[src/rtl/mbist_pkg.sv]
// Shared types and constants for the March C- MBIST controller:
// FSM states, the March element table and pipeline depths.
package mbist_pkg;

  typedef enum logic [1:0] {
    IDLE,
    RUN,
    DRAIN,
    DONE
  } state_t;

  // One March element: sweep direction, one or two ops, and the background values.
  typedef struct packed {
    logic dir_down;
    logic two_op;
    logic first_read;
    logic rd_val;
    logic wr_val;
  } march_elem_t;

  localparam int NUM_ELEM     = 6;
  localparam int DRAIN_CYCLES = 4;
  localparam int RD_LATENCY   = 2;

  function automatic logic march_dir_down(input logic [2:0] idx);
    return (idx == 3'd3) || (idx == 3'd4);
  endfunction

  // M0 up(w0); M1 up(r0,w1); M2 up(r1,w0); M3 down(r0,w1); M4 down(r1,w0); M5 up(r0)
  function automatic march_elem_t march_elem(input logic [2:0] idx);
    march_elem_t e;
    case (idx)
      3'd0:    e = '{dir_down: 1'b0, two_op: 1'b0, first_read: 1'b0, rd_val: 1'b0, wr_val: 1'b0};
      3'd1:    e = '{dir_down: 1'b0, two_op: 1'b1, first_read: 1'b1, rd_val: 1'b0, wr_val: 1'b1};
      3'd2:    e = '{dir_down: 1'b0, two_op: 1'b1, first_read: 1'b1, rd_val: 1'b1, wr_val: 1'b0};
      3'd3:    e = '{dir_down: 1'b1, two_op: 1'b1, first_read: 1'b1, rd_val: 1'b0, wr_val: 1'b1};
      3'd4:    e = '{dir_down: 1'b1, two_op: 1'b1, first_read: 1'b1, rd_val: 1'b1, wr_val: 1'b0};
      3'd5:    e = '{dir_down: 1'b0, two_op: 1'b0, first_read: 1'b1, rd_val: 1'b0, wr_val: 1'b0};
      default: e = '0;
    endcase
    e.dir_down = march_dir_down(idx);
    return e;
  endfunction

endpackage

[src/rtl/mbist_march_seq.sv]
// March C- op generator: walks element, address and r/w phase, presenting
// one op per cycle while active.
module mbist_march_seq
  import mbist_pkg::*;
#(
  parameter int ADDR_WIDTH = 4,
  parameter int DATA_WIDTH = 8,
  parameter int CAPACITY   = 16
) (
  input  logic                  clk,
  input  logic                  rst_n,
  input  logic                  init,
  input  logic                  advance,
  output logic                  valid,
  output logic                  we,
  output logic [ADDR_WIDTH-1:0] addr,
  output logic [DATA_WIDTH-1:0] data,
  output logic                  last
);

  localparam logic [ADDR_WIDTH-1:0] LAST_ADDR = ADDR_WIDTH'(CAPACITY - 1);

  logic [2:0]            elem_q, elem_d;
  logic [ADDR_WIDTH-1:0] addr_q, addr_d;
  logic                  phase_q, phase_d;
  logic                  active_q, active_d;

  march_elem_t cur;
  logic        final_phase;
  logic        end_addr;
  logic        last_elem;
  logic        op_val;

  always_comb begin
    cur         = march_elem(elem_q);
    final_phase = !cur.two_op || phase_q;
    end_addr    = cur.dir_down ? (addr_q == '0) : (addr_q == LAST_ADDR);
    last_elem   = (elem_q == 3'(NUM_ELEM - 1));

    elem_d   = elem_q;
    addr_d   = addr_q;
    phase_d  = phase_q;
    active_d = active_q;

    if (init) begin
      elem_d   = '0;
      addr_d   = '0;
      phase_d  = 1'b0;
      active_d = 1'b1;
    end else if (advance && active_q) begin
      if (!final_phase) begin
        phase_d = 1'b1;
      end else begin
        phase_d = 1'b0;
        // The end address moves on to the next element instead of wrapping.
        if (end_addr) begin
          if (last_elem) begin
            active_d = 1'b0;
          end else begin
            elem_d = elem_q + 3'd1;
            addr_d = march_dir_down(elem_q + 3'd1) ? LAST_ADDR : '0;
          end
        end else if (cur.dir_down) begin
          addr_d = addr_q - ADDR_WIDTH'(1);
        end else begin
          addr_d = addr_q + ADDR_WIDTH'(1);
        end
      end
    end

    we     = cur.two_op ? phase_q : !cur.first_read;
    op_val = we ? cur.wr_val : cur.rd_val;
  end

  always_ff @(posedge clk or negedge rst_n) begin
    if (!rst_n) begin
      elem_q   <= '0;
      addr_q   <= '0;
      phase_q  <= 1'b0;
      active_q <= 1'b0;
    end else begin
      elem_q   <= elem_d;
      addr_q   <= addr_d;
      phase_q  <= phase_d;
      active_q <= active_d;
    end
  end

  assign valid = active_q;
  assign addr  = addr_q;
  assign data  = {DATA_WIDTH{op_val}};
  assign last  = active_q && last_elem && end_addr && final_phase;

endmodule

[src/rtl/mbist_march_ctrl.sv]
// March C- MBIST controller: run FSM, issue pipeline aligned to the memory's
// write-data lead and read latency, read compare and result registers.
module mbist_march_ctrl
  import mbist_pkg::*;
#(
  parameter int DATA_WIDTH = 8,
  parameter int ADDR_WIDTH = 4,
  parameter int CAPACITY   = 16,
  parameter int CNT_WIDTH  = 16
) (
  input  logic                  clk,
  input  logic                  rst_n,
  input  logic                  start,
  output logic                  busy,
  output logic                  done,
  output logic                  pass,
  output logic [ADDR_WIDTH-1:0] fail_addr,
  output logic [CNT_WIDTH-1:0]  fail_count,
  output logic                  mem_write_read,
  output logic [ADDR_WIDTH-1:0] mem_address,
  output logic [DATA_WIDTH-1:0] mem_wdata,
  input  logic [DATA_WIDTH-1:0] mem_rdata
);

  localparam int PIPE_DEPTH = RD_LATENCY + 1;
  localparam int DRAIN_W    = $clog2(DRAIN_CYCLES);

  typedef struct packed {
    logic                  rd;
    logic [DATA_WIDTH-1:0] exp;
    logic [ADDR_WIDTH-1:0] addr;
  } cmp_t;

  state_t               state_q, state_d;
  logic [DRAIN_W-1:0]   drain_cnt_q, drain_cnt_d;
  logic                 s0_valid_q, s0_valid_d;
  logic                 s0_we_q, s0_we_d;
  logic [ADDR_WIDTH-1:0] s0_addr_q, s0_addr_d;
  logic [DATA_WIDTH-1:0] s0_exp_q, s0_exp_d;
  logic [DATA_WIDTH-1:0] wdata_q, wdata_d;
  logic                 s1_we_q, s1_we_d;
  logic [ADDR_WIDTH-1:0] s1_addr_q, s1_addr_d;
  cmp_t                 pipe_q [PIPE_DEPTH];
  cmp_t                 pipe_d [PIPE_DEPTH];
  logic                 pass_q, pass_d;
  logic [ADDR_WIDTH-1:0] fail_addr_q, fail_addr_d;
  logic [CNT_WIDTH-1:0] fail_count_q, fail_count_d;

  logic                  seq_valid, seq_we, seq_last;
  logic [ADDR_WIDTH-1:0] seq_addr;
  logic [DATA_WIDTH-1:0] seq_data;
  logic                  start_accept;
  logic                  issue;
  logic                  mismatch;

  mbist_march_seq #(
    .ADDR_WIDTH(ADDR_WIDTH),
    .DATA_WIDTH(DATA_WIDTH),
    .CAPACITY  (CAPACITY)
  ) u_seq (
    .clk    (clk),
    .rst_n  (rst_n),
    .init   (start_accept),
    .advance(state_q == RUN),
    .valid  (seq_valid),
    .we     (seq_we),
    .addr   (seq_addr),
    .data   (seq_data),
    .last   (seq_last)
  );

  always_comb begin
    start_accept = start && ((state_q == IDLE) || (state_q == DONE));
    state_d      = state_q;
    drain_cnt_d  = drain_cnt_q;

    case (state_q)
      IDLE, DONE: begin
        if (start_accept) state_d = RUN;
      end
      RUN: begin
        if (seq_last) begin
          state_d     = DRAIN;
          drain_cnt_d = '0;
        end
      end
      DRAIN: begin
        if (drain_cnt_q == DRAIN_W'(DRAIN_CYCLES - 1)) state_d = DONE;
        else drain_cnt_d = drain_cnt_q + DRAIN_W'(1);
      end
      default: state_d = IDLE;
    endcase
  end

  // S0 holds op i and its write data; S1 presents the op a cycle later so the data leads.
  always_comb begin
    issue      = (state_q == RUN) && seq_valid;
    s0_valid_d = issue;
    s0_we_d    = issue && seq_we;
    s0_addr_d  = issue ? seq_addr : '0;
    s0_exp_d   = issue ? seq_data : '0;
    wdata_d    = (issue && seq_we) ? seq_data : '0;

    s1_we_d    = s0_valid_q && s0_we_q;
    s1_addr_d  = s0_valid_q ? s0_addr_q : '0;

    pipe_d[0].rd   = s0_valid_q && !s0_we_q;
    pipe_d[0].exp  = s0_exp_q;
    pipe_d[0].addr = s0_addr_q;
    for (int k = 1; k < PIPE_DEPTH; k++) pipe_d[k] = pipe_q[k-1];
  end

  // The tap lines up with the read data returned for the op that entered the pipe.
  always_comb begin
    mismatch     = busy && pipe_q[PIPE_DEPTH-1].rd && (mem_rdata != pipe_q[PIPE_DEPTH-1].exp);
    pass_d       = pass_q;
    fail_addr_d  = fail_addr_q;
    fail_count_d = fail_count_q;

    if (start_accept) begin
      pass_d       = 1'b1;
      fail_addr_d  = '0;
      fail_count_d = '0;
    end else if (mismatch) begin
      pass_d = 1'b0;
      if (pass_q) fail_addr_d = pipe_q[PIPE_DEPTH-1].addr;
      if (!(&fail_count_q)) fail_count_d = fail_count_q + CNT_WIDTH'(1);
    end
  end

  always_ff @(posedge clk or negedge rst_n) begin
    if (!rst_n) begin
      state_q      <= IDLE;
      drain_cnt_q  <= '0;
      s0_valid_q   <= 1'b0;
      s0_we_q      <= 1'b0;
      s0_addr_q    <= '0;
      s0_exp_q     <= '0;
      wdata_q      <= '0;
      s1_we_q      <= 1'b0;
      s1_addr_q    <= '0;
      for (int k = 0; k < PIPE_DEPTH; k++) pipe_q[k] <= '0;
      pass_q       <= 1'b0;
      fail_addr_q  <= '0;
      fail_count_q <= '0;
    end else begin
      state_q      <= state_d;
      drain_cnt_q  <= drain_cnt_d;
      s0_valid_q   <= s0_valid_d;
      s0_we_q      <= s0_we_d;
      s0_addr_q    <= s0_addr_d;
      s0_exp_q     <= s0_exp_d;
      wdata_q      <= wdata_d;
      s1_we_q      <= s1_we_d;
      s1_addr_q    <= s1_addr_d;
      for (int k = 0; k < PIPE_DEPTH; k++) pipe_q[k] <= pipe_d[k];
      pass_q       <= pass_d;
      fail_addr_q  <= fail_addr_d;
      fail_count_q <= fail_count_d;
    end
  end

  assign busy           = (state_q == RUN) || (state_q == DRAIN);
  assign done           = (state_q == DONE);
  assign pass           = pass_q;
  assign fail_addr      = fail_addr_q;
  assign fail_count     = fail_count_q;
  assign mem_write_read = s1_we_q;
  assign mem_address    = s1_addr_q;
  assign mem_wdata      = wdata_q;

endmodule
[config.mk]
export PLATFORM = sky130hd
export DESIGN_NAME = mbist_march_ctrl
export DESIGN_NICKNAME = d
export VERILOG_FILES = /design/src/rtl/mbist_pkg.sv /design/src/rtl/mbist_march_seq.sv /design/src/rtl/mbist_march_ctrl.sv
export SDC_FILE = /design/constraint.sdc
export NUM_CORES = 1
export LEC_CHECK = 0
export CAP_MARGIN = 10
export CORE_ASPECT_RATIO = 1.75
export CORE_MARGIN = 3
export CORE_UTILIZATION = 53
export DETAILED_ROUTE_END_ITERATION = 8
export PLACE_DENSITY = 0.78
export SYNTH_ARGS = -nofsm -noshare
export SYNTH_HDL_FRONTEND = slang
export SYNTH_SLANG_ARGS = --single-unit
[constraint.sdc]
create_clock -name clk -period 2.87 [get_ports clk]
set_input_delay 0.287 -clock clk [delete_from_list [all_inputs] [get_ports clk]]
set_output_delay 0.287 -clock clk [all_outputs]
set_load 0.05 [all_outputs]
==> results of run 1 <==
state kept, by name (all words and copies together), names as in the netlist, 2 cells and up:
signal / count
s0_addr_q: 4
mem_address: 4
drain_cnt_q: 2
fail_count: 16
u_seq.elem_q: 3
pipe_q: 6
fail_addr: 4
u_seq.addr: 4
pipe_d: 12
state_q: 2
report_power, final:
| group | switching, uW | internal, uW |
|---|---|---|
| sequential | 145 | 1110 |
| clock | 381 | 498 |
| combinational | 604 | 317 |
| total | 1130 | 1930 |
logic make-up (layout without fill, tap and decap cells):
family | Yosys count | after routing | share of synthesized area
buf+inv | 31 | 81 | 0.05603
simple gates | 114 | 114 | 0.1969
xor+xnor | 2 | 2 | 0.005526
flops | 65 | 65 | 0.5130
fa+ha+maj | 14 | 14 | 0.05762
mux | 11 | 11 | 0.03946
compound gates | 64 | 64 | 0.1314
placed cells by master, fill, tap and decap left out, drive strengths merged, types with 11 or more instances in the layout:
| master | Yosys | layout |
|---|---|---|
| o21ai | 11 | 11 |
| nand3 | 17 | 17 |
| ha | 13 | 13 |
| dfrtp | 65 | 65 |
| nor2 | 17 | 17 |
| nand2 | 25 | 25 |
| inv | 12 | 15 |
| a21oi | 19 | 19 |
| clkdlybuf4s50 | 0 | 45 |
cells in the mapped netlist, drive strengths merged (2+ instances only):
cell type	count	area, um2
nand2	25	93.84
nand3	17	85.08
o41ai	3	26.28
a21o	3	22.52
o311ai	3	26.28
dfrtp	65	1627
mux2i	9	102.6
and4	3	26.28
a211oi	4	30.03
or4	6	45.04
clkbuf	4	15.01
ha	13	162.7
nor4	3	25.02
or3	4	25.02
a31oi	6	37.54
nand4	9	56.30
o21ai	11	55.05
a21oi	19	95.09
and2	8	50.05
nor3	5	40.04
inv	12	45.04
nand3b	2	15.01
o31ai	6	45.04
and3	6	37.54
nor2	17	66.32
mux2	2	22.52
o211ai	3	22.52
nand2b	5	31.28
buf	15	117.6
nor3b	2	15.01
worst max path at each step:
stage                     cells past startpoint                        end                         from
final                                        10  u_seq.addr[3]$_DFFE_PN0P_  u_seq.elem_q[1]$_DFFE_PN0P_
after global routing                         10  u_seq.addr[3]$_DFFE_PN0P_  u_seq.elem_q[1]$_DFFE_PN0P_
after CTS                                    10  u_seq.addr[3]$_DFFE_PN0P_  u_seq.elem_q[1]$_DFFE_PN0P_
after detailed placement                     10  u_seq.addr[3]$_DFFE_PN0P_  u_seq.elem_q[1]$_DFFE_PN0P_
after global placement                       10  u_seq.addr[3]$_DFFE_PN0P_  u_seq.elem_q[1]$_DFFE_PN0P_
after floorplan                              10  u_seq.addr[3]$_DFFE_PN0P_  u_seq.elem_q[1]$_DFFE_PN0P_
layout make-up:
type / count / area [um2] / share of cell area
inverter: 12 / 45.04 / 0.01165
multi-input combinational: 205 / 1366 / 0.3533
tap: 76 / 95.09 / 0.02459
clock inverter: 7 / 100.1 / 0.02588
sequential: 65 / 1627 / 0.4206
clock buffer: 9 / 123.9 / 0.03203
timing repair buffer: 53 / 510.5 / 0.1320
routing by layer:
| layer | vias to the layer above | GRT usage |
|---|---|---|
| met5 | - | 0 |
| met1 | 1227 | 0.2267 |
| met3 | 17 | 0.05094 |
| met2 | 78 | 0.3964 |
| li1 | 1184 | - |
| met4 | 0 | 0.1165 |
per-stage QoR:
stage               utilization  total power, uW  hold WS, ns  std cells
finish                   0.6814             3056       0.3482        427
global route             0.6814             3229       0.3607        427
CTS                      0.6814             3080       0.3474        427
detailed placement       0.6402             2199       0.3355        410
global placement         0.6402             2164       0.3308        410
floorplan                     -             1891    -0.008591        301
==> impl_metrics.json, run 1 <==
{
  "reg2reg_setup_slack_ns": 0.33,
  "postLayoutCellArea_um2": 3867,
  "gp_congestion": 0.9946,
  "rsz0062_at_grt": "false",
  "cts.sinks": 65,
  "core_um2": 5675,
  "cts_made_buffers": 9,
  "cts_hold_buf": 1,
  "io_pins": 47,
  "wl_met1_mm": 2.450,
  "synth-edff-count": 0,
  "grt-ovfl-total": 0,
  "fmax_ghz": 0.3942,
  "tightest_slew_ns": 0.8166,
  "cts-root-buf": "clkbuf_8",
  "period_minus_slack_ns": 2.537,
  "cts_tree": "built",
  "endpoint_kind": "register",
  "grt_pass1_wl_mm": 11.61,
  "r2r_cells": 10,
  "track_usage": 0.2176,
  "criticalPathCategory": "register to register",
  "grt_max_degree": 36,
  "dr_wl_met2_mm": 3.889,
  "drt-wirelength-per-cell_um": 16.07,
  "placementRows": 36,
  "worst_ep_required_time_ns": 3.14,
  "synth_ff_type": "dfrtp_1",
  "grt_pass1_vias": 2517,
  "worstSkewPairLatency_ns": 0.34,
  "hold_class": "register to register",
  "antenna_cells": 0,
  "fp.dieW_um": 64.47,
  "cts_buffer_depth": 2,
  "r2r_start": "u_seq.elem_q[1]$_DFFE_PN0P_",
  "syn_area_um2": 3171,
  "dp_hpwl_mm": 5.035,
  "ys_types": 51,
  "cts_setup_buffers": 0,
  "cp-start-kind": "register",
  "slew_headroom": 0.4556,
  "die-area_um2": 6983,
  "slew_viol_final": 0,
  "hold_end": "pipe_d[1]$_DFF_PN0_",
  "drt_iter0_drc": 208,
  "min_from": "pipe_d[14]$_DFF_PN0_",
  "maxCapViolCount": 0,
  "synth_fp_nets": 326,
  "crit_chain": "inv_1, ha_1, mux2i_4, inv_1, ha_1, a21o_1, a21oi_1, mux2i_1, a221o_1, a21oi_1",
  "io_buffers": 46,
  "pre_cts_ws_ns": 0.3922,
  "finalCritPeriodShare": 0.8838,
  "synth_seq_cells": 65,
  "setup-tns-final_ns": 0,
  "max_stage_delay_ns": 0.47,
  "critPathTopFamily": "compound AO/OA/AOI/OAI gates",
  "htreeDepth": 3,
  "place_area_um2": 3633,
  "ys_seq_area_frac": 0.5130,
  "p_per_area_nw_per_um2": 790.2,
  "wl_met3_um": 303,
  "viasPerCell": 5.869,
  "min_path_cells": 0,
  "highest_layer": "met4",
  "final_antenna_net_count": 0,
  "status": "finished, final reports clean",
  "clkTransAtPathRegs_ns": 0.08,
  "antenna_found_initial": 0,
  "worst_slack_ns": 0.3334,
  "setup_viol": 0,
  "drc": 0,
  "nNetsFinal": 371,
  "cpMaxStageDelayCell": "dfrtp_1",
  "vias": 2506,
  "routed_wl_mm": 6.860,
  "syn_inst": 301,
  "peakVddDrop_v": 0.0004776,
  "yosysWarnings": 0,
  "synthArstFlopShare": 1.000,
  "syn_avg_cell_area_um2": 10.53,
  "die_h_um": 108.3,
  "arrival_ns": 2.80,
  "crit_fanout": 7,
  "fill_cells": 459,
  "cp.buffers_inverters": 2,
  "rr_endpoint": "u_seq.addr[3]$_DFFE_PN0P_",
  "area_delta_synth_final_pct": 21.98,
  "postCtsResizedCells": 0,
  "fin_skew_ns": 0.004715,
  "drive_gt1_frac": 0.09687,
  "start_util": 0.5586,
  "drt_first_pass_iters": 5,
  "hold_violations": 0,
  "p_leak_uw": 0.001708
}
Note: power is estimated with default switching activity, not from simulation.
==> run 2, diff against run 1 <==
--- a/config.mk
+++ b/config.mk
@@ -11,6 +11,7 @@
 export CORE_UTILIZATION = 53
 export DETAILED_ROUTE_END_ITERATION = 8
 export PLACE_DENSITY = 0.78
+export SLEW_MARGIN = 40
 export SYNTH_ARGS = -nofsm -noshare
 export SYNTH_HDL_FRONTEND = slang
 export SYNTH_SLANG_ARGS = --single-unit
==> constraint.sdc (replaced) <==
create_clock -name clk -period 3.1 [get_ports clk]
set_input_delay 0.31 -clock clk [delete_from_list [all_inputs] [get_ports clk]]
set_output_delay 0.31 -clock clk [all_outputs]
set_load 0.05 [all_outputs]
==> run 2 against run 1 <==
Global-route usage rose by 0.32 points. Routed wire length rose by 1.9%. Flip-flop and latch count did not move. Critical path depth did not move. Final cell count fell by 0.70%. Clock power rose by 2%. Core utilization rose by 0.088 points. Register-to-register slack improved by 0.22 ns. Design area rose by 0.13%. Maximum frequency fell by 0.29%.
==> impl_metrics.json, run 2 (synthesized netlist as in run 1, its figures left out) <==
{
  "start_util": 0.5586,
  "fmax_ghz": 0.3931,
  "clkTransAtPathRegs_ns": 0.08,
  "cts_buffer_depth": 2,
  "grt_pass1_vias": 2497,
  "worstSkewPairLatency_ns": 0.34,
  "routed_wl_mm": 6.993,
  "placementRows": 36,
  "period_minus_slack_ns": 2.544,
  "antenna_cells": 0,
  "crit_fanout": 7,
  "core_um2": 5675,
  "htreeDepth": 3,
  "tightest_slew_ns": 0.7246,
  "criticalPathCategory": "register to register",
  "io_pins": 47,
  "max_stage_delay_ns": 0.47,
  "area_delta_synth_final_pct": 22.14,
  "final_antenna_net_count": 0,
  "track_usage": 0.2208,
  "final_util": 0.6823,
  "setup-tns-final_ns": 0,
  "slew_headroom": 0.5164,
  "drt_first_pass_iters": 6,
  "peakVddDrop_v": 0.0004008,
  "finalCritPeriodShare": 0.8207,
  "dp_hpwl_mm": 4.887,
  "fin_skew_ns": 0.007031,
  "postLayoutCellArea_um2": 3872,
  "cts_hold_buf": 0,
  "cts_setup_buffers": 0,
  "die_h_um": 108.3,
  "cpMaxStageDelayCell": "dfrtp_1",
  "drive_gt1_frac": 0.09483,
  "gp_congestion": 1.018,
  "drt-wirelength-per-cell_um": 16.49,
  "largest_reg_flops": 16,
  "grt_pass1_wl_mm": 11.90,
  "antenna_found_initial": 0,
  "final_cell_mix": "dfrtp_1, clkdlybuf4s50_1, nand2_1",
  "p_leak_uw": 0.001706,
  "cp-start-kind": "register",
  "crit_chain": "inv_1, ha_1, mux2i_4, inv_1, ha_1, a21o_1, a21oi_1, mux2i_1, a221o_1, a21oi_1",
  "rsz0062_at_grt": "false",
  "cts.sinks": 65,
  "drt_iter0_drc": 186,
  "setup_viol": 0,
  "reg2reg_setup_slack_ns": 0.56,
  "whs_ns": 0.04219,
  "worst_ep_required_time_ns": 3.37,
  "cts_made_buffers": 9,
  "cts_tree": "built",
  "endpoint_kind": "register",
  "die-area_um2": 6983,
  "maxCapViolCount": 0,
  "postCtsResizedCells": 0,
  "status": "finished, final reports clean",
  "grt-ovfl-total": 0,
  "place_area_um2": 3618,
  "drc": 0,
  "arrival_ns": 2.81,
  "grt_max_degree": 66,
  "nNetsFinal": 368,
  "vias": 2507,
  "hold_violations": 0,
  "cts-root-buf": "clkbuf_8",
  "io_buffers": 46,
  "fp.dieW_um": 64.47,
  "p_per_area_nw_per_um2": 751.2,
  "hold_class": "input pin to asynchronous set/reset pin",
  "final_common_cell": "dfrtp_1",
  "slew_viol_final": 0,
  "viasPerCell": 5.913
}
run 2: power by group:
part           switching (uW)  internal [uW]
Clock                     355            542
Combinational             556            293
Sequential                134           1030
Total                    1050           1860
run 2: cell type report:
cell class	instances	area, um2
Fill cell	467	1803
Inverter	12	45.04
Sequential cell	65	1627
Tap cell	76	95.09
Multi-Input combinational cell	205	1368
Clock buffer	9	123.9
Clock inverter	7	125.1
Timing Repair Buffer	50	489.2
run 2: worst max-delay path: cells and delay by family (launching register included):
family / cells / cell delay (ns)
buffers and inverters: 2 / 0.23
AO/OA/AOI/OAI: 4 / 0.91
multiplexers: 2 / 0.36
flip-flops: 1 / 0.47
adder cells (fa/ha/maj): 2 / 0.50
run 2: metrics by stage:
step | std cells | total power [uW] | worst slack (ns)
2_1_floorplan | 301 | 1751 | 0.8294
3_3_place_gp | 408 | 1996 | 0.7102
3_5_place_dp | 408 | 2023 | 0.5727
4_1_cts | 424 | 2919 | 0.5618
5_1_grt | 424 | 3068 | 0.3387
6_report | 424 | 2909 | 0.5560
run 2: routing by layer:
metal | GRT usage | vias up | share of wire | wire [um]
met2 | 0.3861 | 71 | 0.55 | 3816
met4 | 0.1225 | 0 | 0.031 | 214
met5 | 0 | - | 0 | 0
met3 | 0.04054 | 17 | 0.032 | 223
li1 | - | 1176 | - | -
met1 | 0.2505 | 1243 | 0.39 | 2739
run 2: path summary, 6_finish.rpt:
check / cells past startpoint / to / startpoint
setup / recovery: 10 / u_seq.addr[3]$_DFFE_PN0P_ / u_seq.elem_q[1]$_DFFE_PN0P_
hold / removal: 2 / fail_addr[2]$_DFFE_PN0P_ / rst_n
setup reg to reg: 10 / u_seq.addr[3]$_DFFE_PN0P_ / u_seq.elem_q[1]$_DFFE_PN0P_
hold reg to reg: 0 / pipe_q[12]$_DFF_PN0_ / pipe_d[12]$_DFF_PN0_
max in group asynchronous: 2 / u_seq.addr[0]$_DFFE_PN0P_ / rst_n
min in group clk: 0 / pipe_q[12]$_DFF_PN0_ / pipe_d[12]$_DFF_PN0_
